File: src/rtl/run_ctrl_pkg.sv
// rtl/run_ctrl_pkg.sv - state type, default parameters and width helper for run_ctrl
package run_ctrl_pkg;

    typedef enum logic [2:0] {
        IDLE,
        ARMED,
        LOAD,
        RUN,
        DONE
    } run_state_t;

    localparam int DEF_NUM_PROGS = 3;
    localparam int DEF_PC_W      = 10;
    localparam int DEF_CYC_W     = 16;
    localparam logic [DEF_NUM_PROGS*DEF_PC_W-1:0] DEF_PROG_BASE = {10'd128, 10'd64, 10'd0};

    // A single program still needs a one-bit selector port.
    function automatic int sel_width(input int n);
        return (n <= 1) ? 1 : $clog2(n);
    endfunction

endpackage

File: src/rtl/run_ctrl_sat_counter.sv
// rtl/run_ctrl_sat_counter.sv - clearable up-counter that stops at a programmable limit
module sat_counter #(
    parameter int W = 16
) (
    input  logic         i_clk,
    input  logic         i_reset,
    input  logic         i_clear,
    input  logic         i_enable,
    input  logic [W-1:0] i_limit,
    output logic [W-1:0] o_count
);

    logic [W-1:0] r_count;

    always_ff @(posedge i_clk) begin
        if (i_reset || i_clear) begin
            r_count <= '0;
        end else if (i_enable && (r_count != i_limit)) begin
            r_count <= r_count + 1'b1;
        end
    end

    assign o_count = r_count;

endmodule

File: src/rtl/run_ctrl.sv
// rtl/run_ctrl.sv - program launch / run / watchdog sequencer driving the core PC
module run_ctrl
    import run_ctrl_pkg::*;
#(
    parameter int                            NUM_PROGS = DEF_NUM_PROGS,
    parameter int                            PC_W      = DEF_PC_W,
    parameter int                            CYC_W     = DEF_CYC_W,
    parameter int unsigned                   MAX_CYC   = (2**CYC_W) - 1,
    parameter logic [NUM_PROGS*PC_W-1:0]     PROG_BASE = DEF_PROG_BASE,
    localparam int                           SEL_W     = sel_width(NUM_PROGS)
) (
    input  logic             Clk,
    input  logic             Reset,
    input  logic             Start,
    input  logic [SEL_W-1:0] ProgSel,
    input  logic             Halt,
    input  logic             Stall,
    output logic             CountEn,
    output logic             PcLoad,
    output logic [PC_W-1:0]  PcLoadAddr,
    output logic             Ack,
    output logic             Busy,
    output logic             Timeout,
    output logic [CYC_W-1:0] CycCnt,
    output logic [SEL_W-1:0] ProgId
);

    localparam logic [CYC_W-1:0] CYC_LIMIT = CYC_W'(MAX_CYC);
    localparam logic [CYC_W-1:0] WDOG_AT   = CYC_W'(MAX_CYC - 1);

    run_state_t       r_state;
    logic             r_stall_q;
    logic             r_pc_load;
    logic [PC_W-1:0]  r_pc_load_addr;
    logic             r_ack;
    logic             r_busy;
    logic             r_timeout;
    logic [SEL_W-1:0] r_prog_id;

    logic             w_sel_ok;
    logic             w_wdog;
    logic             w_cnt_clear;
    logic             w_cnt_en;
    logic [CYC_W-1:0] w_cyc_cnt;

    assign w_sel_ok    = (int'(ProgSel) < NUM_PROGS);
    assign w_wdog      = (w_cyc_cnt == WDOG_AT);
    // Any launch from ARMED (valid or not) starts the cycle count from zero.
    assign w_cnt_clear = (r_state == ARMED) && !Start;
    assign w_cnt_en    = (r_state == RUN);

    sat_counter #(
        .W (CYC_W)
    ) u_cyc_cnt (
        .i_clk    (Clk),
        .i_reset  (Reset),
        .i_clear  (w_cnt_clear),
        .i_enable (w_cnt_en),
        .i_limit  (CYC_LIMIT),
        .o_count  (w_cyc_cnt)
    );

    always_ff @(posedge Clk) begin
        if (Reset) begin
            r_state        <= IDLE;
            r_stall_q      <= 1'b0;
            r_pc_load      <= 1'b0;
            r_pc_load_addr <= '0;
            r_ack          <= 1'b0;
            r_busy         <= 1'b0;
            r_timeout      <= 1'b0;
            r_prog_id      <= '0;
        end else begin
            r_stall_q <= Stall;
            case (r_state)
                IDLE: begin
                    if (Start) begin
                        r_state <= ARMED;
                    end
                end
                ARMED: begin
                    if (!Start) begin
                        if (w_sel_ok) begin
                            r_state        <= LOAD;
                            r_prog_id      <= ProgSel;
                            r_pc_load      <= 1'b1;
                            r_pc_load_addr <= PROG_BASE[int'(ProgSel)*PC_W +: PC_W];
                            r_busy         <= 1'b1;
                        end else begin
                            r_state   <= DONE;
                            r_ack     <= 1'b1;
                            r_timeout <= 1'b0;
                        end
                    end
                end
                LOAD: begin
                    r_state        <= RUN;
                    r_pc_load      <= 1'b0;
                    r_pc_load_addr <= '0;
                end
                RUN: begin
                    // Exit priority: abort, then halt, then watchdog.
                    if (Start) begin
                        r_state <= ARMED;
                        r_busy  <= 1'b0;
                    end else if (Halt) begin
                        r_state <= DONE;
                        r_busy  <= 1'b0;
                        r_ack   <= 1'b1;
                    end else if (w_wdog) begin
                        r_state   <= DONE;
                        r_busy    <= 1'b0;
                        r_ack     <= 1'b1;
                        r_timeout <= 1'b1;
                    end
                end
                DONE: begin
                    if (Start) begin
                        r_state   <= ARMED;
                        r_ack     <= 1'b0;
                        r_timeout <= 1'b0;
                    end
                end
                default: begin
                    r_state <= IDLE;
                end
            endcase
        end
    end

    assign CountEn    = (r_state == RUN) && !r_stall_q;
    assign PcLoad     = r_pc_load;
    assign PcLoadAddr = r_pc_load_addr;
    assign Ack        = r_ack;
    assign Busy       = r_busy;
    assign Timeout    = r_timeout;
    assign CycCnt     = w_cyc_cnt;
    assign ProgId     = r_prog_id;

endmodule

File: config.mk
export PLATFORM = sky130hd
export DESIGN_NAME = run_ctrl
export DESIGN_NICKNAME = d
export VERILOG_FILES = /design/src/rtl/run_ctrl_pkg.sv /design/src/rtl/run_ctrl_sat_counter.sv /design/src/rtl/run_ctrl.sv
export SDC_FILE = /design/constraint.sdc
export NUM_CORES = 1
export LEC_CHECK = 0
export BUFFER_PORTS_ARGS = -buffer_cell sky130_fd_sc_hd__buf_2
export CAP_MARGIN = 20
export CORE_MARGIN = 5
export CORE_UTILIZATION = 50
export CTS_CLUSTER_DIAMETER = 100
export DETAILED_ROUTE_END_ITERATION = 12
export HOLD_SLACK_MARGIN = 0.12
export PLACE_DENSITY_LB_ADDON = 0.08
export SYNTH_ARGS = -nofsm -noshare
export SYNTH_HDL_FRONTEND = slang
export SYNTH_SLANG_ARGS = --single-unit
export TNS_END_PERCENT = 50
File: constraint.sdc
create_clock -name Clk -period 1.82 [get_ports Clk]
set_input_delay 0 -clock Clk [delete_from_list [all_inputs] [get_ports Clk]]
set_output_delay 0 -clock Clk [all_outputs]
set_load 0.02 [all_outputs]
==> results of run 1 <==
[critical path, cell delays in order, from the launching register on]
cell	delay, ns
dfxtp_1	0.45
nand4_1	0.27
or4_4	0.65
a21boi_0	0.18
a2111oi_0	0.07
[cells in the mapped netlist, drive strengths merged, types with 3 or more instances]
library cell / n / area share
buf: 11 / 0.049
nor4: 4 / 0.020
inv: 8 / 0.020
dfxtp: 28 / 0.37
or4: 5 / 0.025
o21ai: 6 / 0.020
nor2b: 4 / 0.016
and3: 3 / 0.012
o31ai: 5 / 0.025
nand4: 7 / 0.033
mux2i: 4 / 0.026
nand2: 9 / 0.022
nor3: 7 / 0.023
a21oi: 17 / 0.056
nor2: 14 / 0.034
clkbuf: 5 / 0.012
or3: 9 / 0.037
nand3: 8 / 0.026
[placed cells by master, fill, tap and decap left out, types with 2 or more instances in the layout]
cell,synthesis,routed
conb_1,1,8
nor3b_1,2,2
mux2i_1,4,4
nor4_1,3,3
nand3_1,8,8
or3_1,9,9
a21boi_0,2,2
and3_1,3,3
or4_1,5,4
buf_2,3,31
nor2b_1,4,4
clkbuf_4,0,3
or2_2,2,2
dlygate4sd3_1,0,8
nor2_1,14,14
dfxtp_2,0,3
nand2_1,9,9
o31ai_1,5,5
buf_4,8,14
nand2b_1,2,2
a21oi_1,17,17
o21ai_0,6,6
nor3_1,7,7
dfxtp_1,28,25
inv_1,8,8
and4_1,2,2
nand4_1,6,6
[layer usage]
metal | up-vias | routed length (µm)
met5 | - | 0
met4 | 0 | 13
met3 | 2 | 167
met2 | 38 | 1871
met1 | 736 | 1671
li1 | 761 | -
[flip-flops by register name, indices dropped and copies added (netlist names)]
name	count
Timeout	1
u_cyc_cnt.o_count	16
Busy	1
PcLoad	1
ProgId	2
Ack	1
PcLoadAddr	2
r_state	3
r_stall_q	1
[power groups by stage]
stage | clock, µW | sequential, µW | combinational [µW]
4_1_cts | 314 | 635 | 126
3_3_place_gp | 0 | 647 | 110
3_5_place_dp | 0 | 648 | 113
6_report | 301 | 635 | 126
5_1_grt | 341 | 637 | 138
2_1_floorplan | 0 | 651 | 87.7
[repair_timing]
action	in CTS	in global routing
gates resized for setup	0	5
endpoints found under the hold margin	12	0
hold buffers	8	0
endpoints found under the setup margin	0	8
[worst min path at each step]
stage,from,depth (start not counted),slack (ns),to
2_1_floorplan,Stall,1,0.13,r_stall_q$_SDFF_PP0_
3_3_place_gp,Stall,2,0.21,r_stall_q$_SDFF_PP0_
3_5_place_dp,Stall,2,0.22,r_stall_q$_SDFF_PP0_
4_1_cts,Ack$_SDFFE_PP0P_,2,0.48,Ack$_SDFFE_PP0P_
5_1_grt,Ack$_SDFFE_PP0P_,2,0.50,Ack$_SDFFE_PP0P_
6_report,Ack$_SDFFE_PP0P_,2,0.47,Ack$_SDFFE_PP0P_
[cells by family (layout without fill, tap and decap cells)]
logic type      after synthesis  in the layout  share of synthesized area
flops                        28             28                     0.3669
compound gates               41             41                     0.1728
simple gates                 83             83                     0.3268
mux                           5              5                    0.03358
buf+inv                      24             65                    0.08108
fa+ha+maj                     2              2                    0.01638
other cells                   1              8                   0.002455
[final cells by class]
cell class | count | area (µm²) | share of cell area
inverters | 8 | 30.03 | 0.01590
multi-input cells | 139 | 875.8 | 0.4639
repair buffers | 53 | 340.3 | 0.1803
well taps | 33 | 41.29 | 0.02187
flip-flops and latches | 28 | 564.3 | 0.2989
clock buffers | 4 | 36.28 | 0.01922
[per-stage QoR]
stage,power [µW],cell area (µm²),hold WS [ns]
final,1062,1888,0.4728
after detailed placement,760.4,1762,0.2156
after CTS,1074,1878,0.4803
after global placement,757.3,1762,0.2081
after floorplan,738.6,1554,0.1282
after global routing,1116,1888,0.5016
==> results.toml, run 1 <==
[status]
outcome = "finished clean"

[cts]
clk_path_buf_depth = 2
cts_tree = "built"
post_cts_buffers = 0
path_clk_slew_ns = 0.15
cts_sinks = 28
htree_levels = 1
root_buffer = "clkbuf_4"
clock_latency_ns = 0.32
cts_buffers = 3

[timing]
tns_ns = 0
setup_ws_ns = 0.09388
setup_viol = 0
fin_crit_ns = 1.726
period_share = 0.9484
fin_skew_ns = 0.01040
slew_viol_final = 0
rsz0062_at_grt = "yes"
hold_violations = 0
fmaxAchievable_ghz = 0.5793

[synth]
synth_area_mm2 = 0.001528
synth-seq-area-share = 0.3669
async_flop_share = 0
synth_ff_type = "dfxtp_1"
ys_types = 45
synth_warnings = 0
avgSynthCellArea_um2 = 8.303
syn_inst = 184
synth-edff-count = 0
ys_ff_latch = 28

[global_route]
grt_pass1_wl_mm = 6.458
grtUsageMet2 = 0.3350
grt_use_met1 = 0.2317
overflow = 0
grt_max_degree = 19
use_met3 = 0.02906
grt.busiest_layer = "met2"
grt_pass1_vias = 1462
track_usage = 0.1864
grt_antenna_before_repair = 0

[power_and_ir_drop]
p_per_area_mw_per_mm2 = 562.4
p_int_uw = 799.1
switching_share = 0.2474
combPwrFrac = 0.119
power.net_switching_uw = 262.7
leakage_uw = 0.0007886
seq_power_share = 0.598
ir_drop_mv = 0.3734
clkPwrFrac = 0.283

[critical_path]
endpoint = "r_state[0]$_SDFFE_PP0P_"
crit_start = "u_cyc_cnt.o_count[14]$_SDFFE_PP0P_"
reg2reg_from = "u_cyc_cnt.o_count[14]$_SDFFE_PP0P_"
r2r-end = "r_state[0]$_SDFFE_PP0P_"
crit_path_start_kind = "register"
cp-end-kind = "register"
r2r_cells = 4
critPathKind = "reg -> reg"
crit_fanout = 6
rrSetupSlack_ns = 0.09
worstPathArrival_ns = 1.95
crit_required_ns = 2.04

[final_layout]
diodes = 0
stdcell_count = 265
final_nets = 242
drive_gt1_frac = 0.2672
nFillCells = 262
utilization = 0.6288
area_growth_pct = 23.59

[floorplanning]
fp-row-count = 20
die-width_um = 65.28
ios = 40
dieArea_mm2 = 0.004261
core_mm2 = 0.003003
initial_core_util = 0.5087
fp.dieH_um = 65.28

[placed_design]
place_congestion = 0.8437
io_buffers = 31
dp_hpwl_mm = 2.822
dp.cells = 253
pre_cts_slack_ns = 0.07991

[routing]
wl_per_cell_um = 14.05
vias = 1537
drt_iter0_markers = 158
firstDrtPassIters = 4
vias_per_cell = 5.800
totalWireLength_mm = 3.723
drc_errors = 0
ant_nets = 0

[job]
drv_cap = 0

[worst_hold_path]
worst_hold_path_type = "reg -> reg"
(Power assumes the default switching activity.)
==> run 2: changes to the inputs <==
- RECOVER_POWER: not set -> 50
==> results.toml, run 2 (synthesized netlist as in run 1, its figures left out) <==
[status]
outcome = "finished clean"

[critical_path]
crit_chain = "nand4_1, or4_4, a21boi_0, a2111oi_0"
cp-end-kind = "register"
slowest_delay_ns = 0.65
crit_path_start_kind = "register"
crit_fanout = 6
worstPathArrival_ns = 1.94
crit_required_ns = 2.04
slowest_stage = "or4_4"
critPathKind = "reg -> reg"

[cts]
root_buffer = "clkbuf_4"
cts_sinks = 28
path_clk_slew_ns = 0.15
clock_latency_ns = 0.32
clk_path_buf_depth = 2
htree_levels = 1
cts_tree = "built"
cts_buffers = 3

[timing]
fin_crit_ns = 1.725
period_share = 0.9478
holdWs_ns = 0.4744
setup_ws_ns = 0.09505
fin_skew_ns = 0.01060
rsz0062_at_grt = "yes"
slew_viol_final = 0
fmaxAchievable_ghz = 0.5797
setup_viol = 0
hold_violations = 0

[final_layout]
mostFrequentLayoutCells = "dfxtp_1 (25), buf_2 (24), a21oi_1 (17)"
nFillCells = 267
drive_gt1_frac = 0.2371
multi_input_area_um2 = 875.8
final_nets = 242
layout_commonest_cell = "dfxtp_1"
stdcell_area_mm2 = 0.001879
diodes = 0
utilization = 0.6258
seq_area_um2 = 564.3
largest_register_ffs = 16
area_growth_pct = 23.01
stdcell_count = 265

[job]
drv_cap = 0

[power_and_ir_drop]
p_int_uw = 797.3
power.net_switching_uw = 262.5
ir_drop_mv = 0.3707
leakage_uw = 0.0007588
p_per_area_mw_per_mm2 = 564.0
combPwrFrac = 0.117
seq_power_share = 0.599
switching_share = 0.2477
clkPwrFrac = 0.284

[floorplanning]
ios = 40
core_mm2 = 0.003003
initial_core_util = 0.5087
die-width_um = 65.28
dieArea_mm2 = 0.004261
fp.dieH_um = 65.28
fp-row-count = 20

[placed_design]
place_congestion = 0.8437
dp.cells = 253
io_buffers = 31
dp_hpwl_mm = 2.822
pre_cts_slack_ns = 0.07991
dpl_cell_area_mm2 = 0.001762

[routing]
drc_errors = 0
wl_per_cell_um = 14.08
totalWireLength_mm = 3.732
firstDrtPassIters = 4
drt_iter0_markers = 158
ant_nets = 0
vias = 1536
vias_per_cell = 5.796

[worst_hold_path]
worst_hold_path_type = "reg -> reg"

[global_route]
grt_antenna_before_repair = 0
grt_max_degree = 19
grt_pass1_vias = 1462
overflow = 0
grt_use_met1 = 0.2317
use_met3 = 0.02906
track_usage = 0.1864
grt_pass1_wl_mm = 6.458
grtUsageMet2 = 0.3350
grt.busiest_layer = "met2"
run 2: routing by layer:
layer | part of all wire | wire length, µm
met1 | 0.45 | 1662
met2 | 0.50 | 1881
met3 | 0.047 | 174
met4 | 0.0035 | 13
met5 | 0 | 0
run 2: worst paths after layout:
kind / slack [ns] / cells past startpoint / to / from
max: 0.1 / 4 / r_state[0]$_SDFFE_PP0P_ / u_cyc_cnt.o_count[14]$_SDFFE_PP0P_
min reg2reg: 0.47 / 2 / Ack$_SDFFE_PP0P_ / Ack$_SDFFE_PP0P_
max reg2reg: 0.1 / 4 / r_state[0]$_SDFFE_PP0P_ / u_cyc_cnt.o_count[14]$_SDFFE_PP0P_
min: 0.47 / 2 / Ack$_SDFFE_PP0P_ / Ack$_SDFFE_PP0P_
run 2: stage by stage:
step | power (µW) | TNS (ns)
2_1_floorplan | 738.6 | 0
6_report | 1060 | 0
4_1_cts | 1074 | 0
5_1_grt | 1114 | -0.02783
3_3_place_gp | 757.3 | 0
3_5_place_dp | 760.4 | 0
run 2: power by group through the flow:
stage	clock network [µW]	logic, µW	registers [µW]
2_1_floorplan	0	87.7	651
3_3_place_gp	0	110	647
3_5_place_dp	0	113	648
4_1_cts	314	126	635
5_1_grt	341	136	637
6_report	301	124	635
run 2: worst max-delay path: cells and delay by family (launching register included):
| family | cells | cell delay (ns) |
|---|---|---|
| and+or+nand+nor | 2 | 0.92 |
| DFF | 1 | 0.45 |
| AOI/OAI and AO/OA | 2 | 0.25 |
run 2: what timing repair did:
| action | 4_1_cts | 5_1_grt |
|---|---|---|
| hold buffers | 8 | 0 |
| setup endpoints to repair | 0 | 8 |
| resized for setup | 0 | 5 |
| setup buffers | 0 | 0 |
| endpoints found under the hold margin | 12 | 0 |
run 2: final cells by class:
cell class | instances | share of cell area
Timing Repair Buffer | 53 | 0.1764
Inverter | 8 | 0.01598
Tap cell | 33 | 0.02197
Clock buffer | 4 | 0.01931
Multi-Input combinational cell | 139 | 0.4660
Sequential cell | 28 | 0.3003
==> run 3: changes to the inputs <==
- ABC_AREA: not set -> 1
- SYNTH_HIERARCHICAL: not set -> 1
==> results.toml, run 3 <==
[synth]
synth.area.top_cells = "dfxtp_1 (30%), nand2_1 (19%), nor2_1 (11%)"
synth_most_common_cell = "nand2_1"
synth-edff-count = 0
ys_types = 26
synth_top_family_by_area = "simple AND/OR/NAND/NOR gates"
synth_adder_area_share = 0.006614
ys_ff_latch = 28
yosys.area.top_type = "dfxtp_1"
synth_area_mm2 = 0.001892
synth-seq-area-share = 0.2963
async_flop_share = 0
synth_top_area_share = 0.2963
synthSimpleGateAreaFrac = 0.4358
synth_xor_area_frac = 0
avgSynthCellArea_um2 = 5.785
synthMuxAreaShare = 0
syn_inst = 327
synth-compound-area-share = 0.09193
synth_ff_type = "dfxtp_1"
synth_warnings = 6
synth_common_cells = "nand2_1 (95), nor2_1 (53), inv_1 (43), dfxtp_1 (28), a21oi_1 (25)"

[critical_path]
r2r_cells = 9
crit_required_ns = 1.99
cp-end-kind = "register"
critPathKind = "reg -> reg"
critical_path_depth = 9
critPathTopFamily = "buffers and inverters"
critPathBufInv = 3
slowest_stage = "dlygate4sd3_1"
slowest_delay_ns = 0.55
crit_path_start_kind = "register"
crit_fanout = 4
worstPathArrival_ns = 1.83
crit_chain = "inv_2, nand2_2, nor2_2, inv_2, nor2_4, nor2_2, nand2_1, a21oi_1, dlygate4sd3_1"

[placed_design]
place_congestion = 0.8809
pre_cts_slack_ns = 0.004791
dp_hpwl_mm = 3.351
io_buffers = 31
dp.cells = 447

[timing]
setup_viol = 0
fin_crit_ns = 1.664
tns_ns = 0
max_slew.worst_pin.slew_ns = 0.6582
slew_viol_final = 0
hold_violations = 0
fmaxAchievable_ghz = 0.6009
period_share = 0.9143
slew_headroom = 0.5607
fin_skew_ns = 0.005089
setup_ws_ns = 0.1559
holdWs_ns = 0.4661
rsz0062_at_grt = "no"

[floorplanning]
ios = 40
dieArea_mm2 = 0.005114
fp-row-count = 22
core_mm2 = 0.003661
fp.dieH_um = 71.51
die-width_um = 71.51
initial_core_util = 0.5167

[final_layout]
largest_register_ffs = 16
multi_input_area_mm2 = 0.001169
layout_commonest_cell = "nand2_1"
mostFrequentLayoutCells = "nand2_1 (95), nor2_1 (52), inv_1 (43)"
area_growth_pct = 25.79
stdcell_count = 458
nFillCells = 388
seq_area_um2 = 566.8
drive_gt1_frac = 0.1463
diodes = 0
final_nets = 420

[job]
drv_cap = 0

[cts]
cts_sinks = 28
clk_path_buf_depth = 2
cts_buffers = 3
root_buffer = "clkbuf_8"
path_clk_slew_ns = 0.09
htree_levels = 1
post_cts_buffers = 0
clock_latency_ns = 0.27
cts_tree = "built"

[routing]
ant_nets = 0
vias_per_cell = 4.434
wl_per_cell_um = 9.596
drc_errors = 0
drt_iter0_markers = 93
vias = 2031
firstDrtPassIters = 4
totalWireLength_mm = 4.395

[worst_hold_path]
holdPathStages = 2
worst_hold_path_type = "reg -> reg"

[global_route]
grt_max_degree = 21
grt_antenna_before_repair = 0
grt_pass1_wl_mm = 7.583
overflow = 0
grt_pass1_vias = 1779
track_usage = 0.1783

[power_and_ir_drop]
p_per_area_mw_per_mm2 = 515.3
leakage_uw = 0.001258
ir_drop_mv = 0.4233

[status]
outcome = "finished clean"
==> run 3: stage by stage <==
step | util | total power (µW) | instance area (µm²)
after floorplan | - | 856.3 | 2034
after global placement | 0.6203 | 886.4 | 2271
after detailed placement | 0.6203 | 889.8 | 2271
after CTS | 0.6541 | 1237 | 2395
after global routing | 0.6500 | 1303 | 2380
final | 0.6500 | 1226 | 2380
==> run 3: layout make-up <==
class                   count  share of cell area
multi-input cells         268              0.4911
flip-flops and latches     28              0.2382
repair buffers             56              0.1414
inverters                  55             0.08675
well taps                  48             0.02524
clock buffers               3             0.01735
==> run 3: worst min-delay path: stages, from the launching register on <==
cell,delay [ns]
dfxtp_1,0.32
inv_1,0.06
a21oi_2,0.05
==> run 3: kinds of logic after synthesis <==
family | Yosys count
adder cells (fa/ha/maj) | 1
buffers and inverters | 69
AND/OR/NAND/NOR | 194
other | 2
AO/OA/AOI/OAI | 33
flip-flops | 28
==> run 3: what timing repair did <==
item,in CTS,in global routing
gates resized for setup,1,6
endpoints found under the hold margin,10,0
hold buffers,8,0
endpoints found under the setup margin,2,4
==> run 3: path summary, 6_finish.rpt <==
check | from | endpoint | slack (ns)
max reg2reg | r_state[2]$_SDFFE_PP0P_ | PcLoadAddr[7]$_SDFFE_PP0P_ | 0.16
max | r_state[2]$_SDFFE_PP0P_ | PcLoadAddr[7]$_SDFFE_PP0P_ | 0.16
min reg2reg | Busy$_SDFFE_PP0P_ | Busy$_SDFFE_PP0P_ | 0.47
min | Busy$_SDFFE_PP0P_ | Busy$_SDFFE_PP0P_ | 0.47
==> run 3: report_power, final <==
part	total [µW]	internal, µW	switching [µW]
clock	337	149	188
sequential	653	635	17.9
combinational	236	82.3	154
==> run 3: metal layers <==
layer / vias to the layer above / GRT usage / share of wire
li1: 1121 / - / -
met1: 858 / 0.2270 / 0.45
met2: 50 / 0.3082 / 0.49
met3: 2 / 0.02665 / 0.048
met4: 0 / 0.05637 / 0.0077
met5: - / 0 / 0
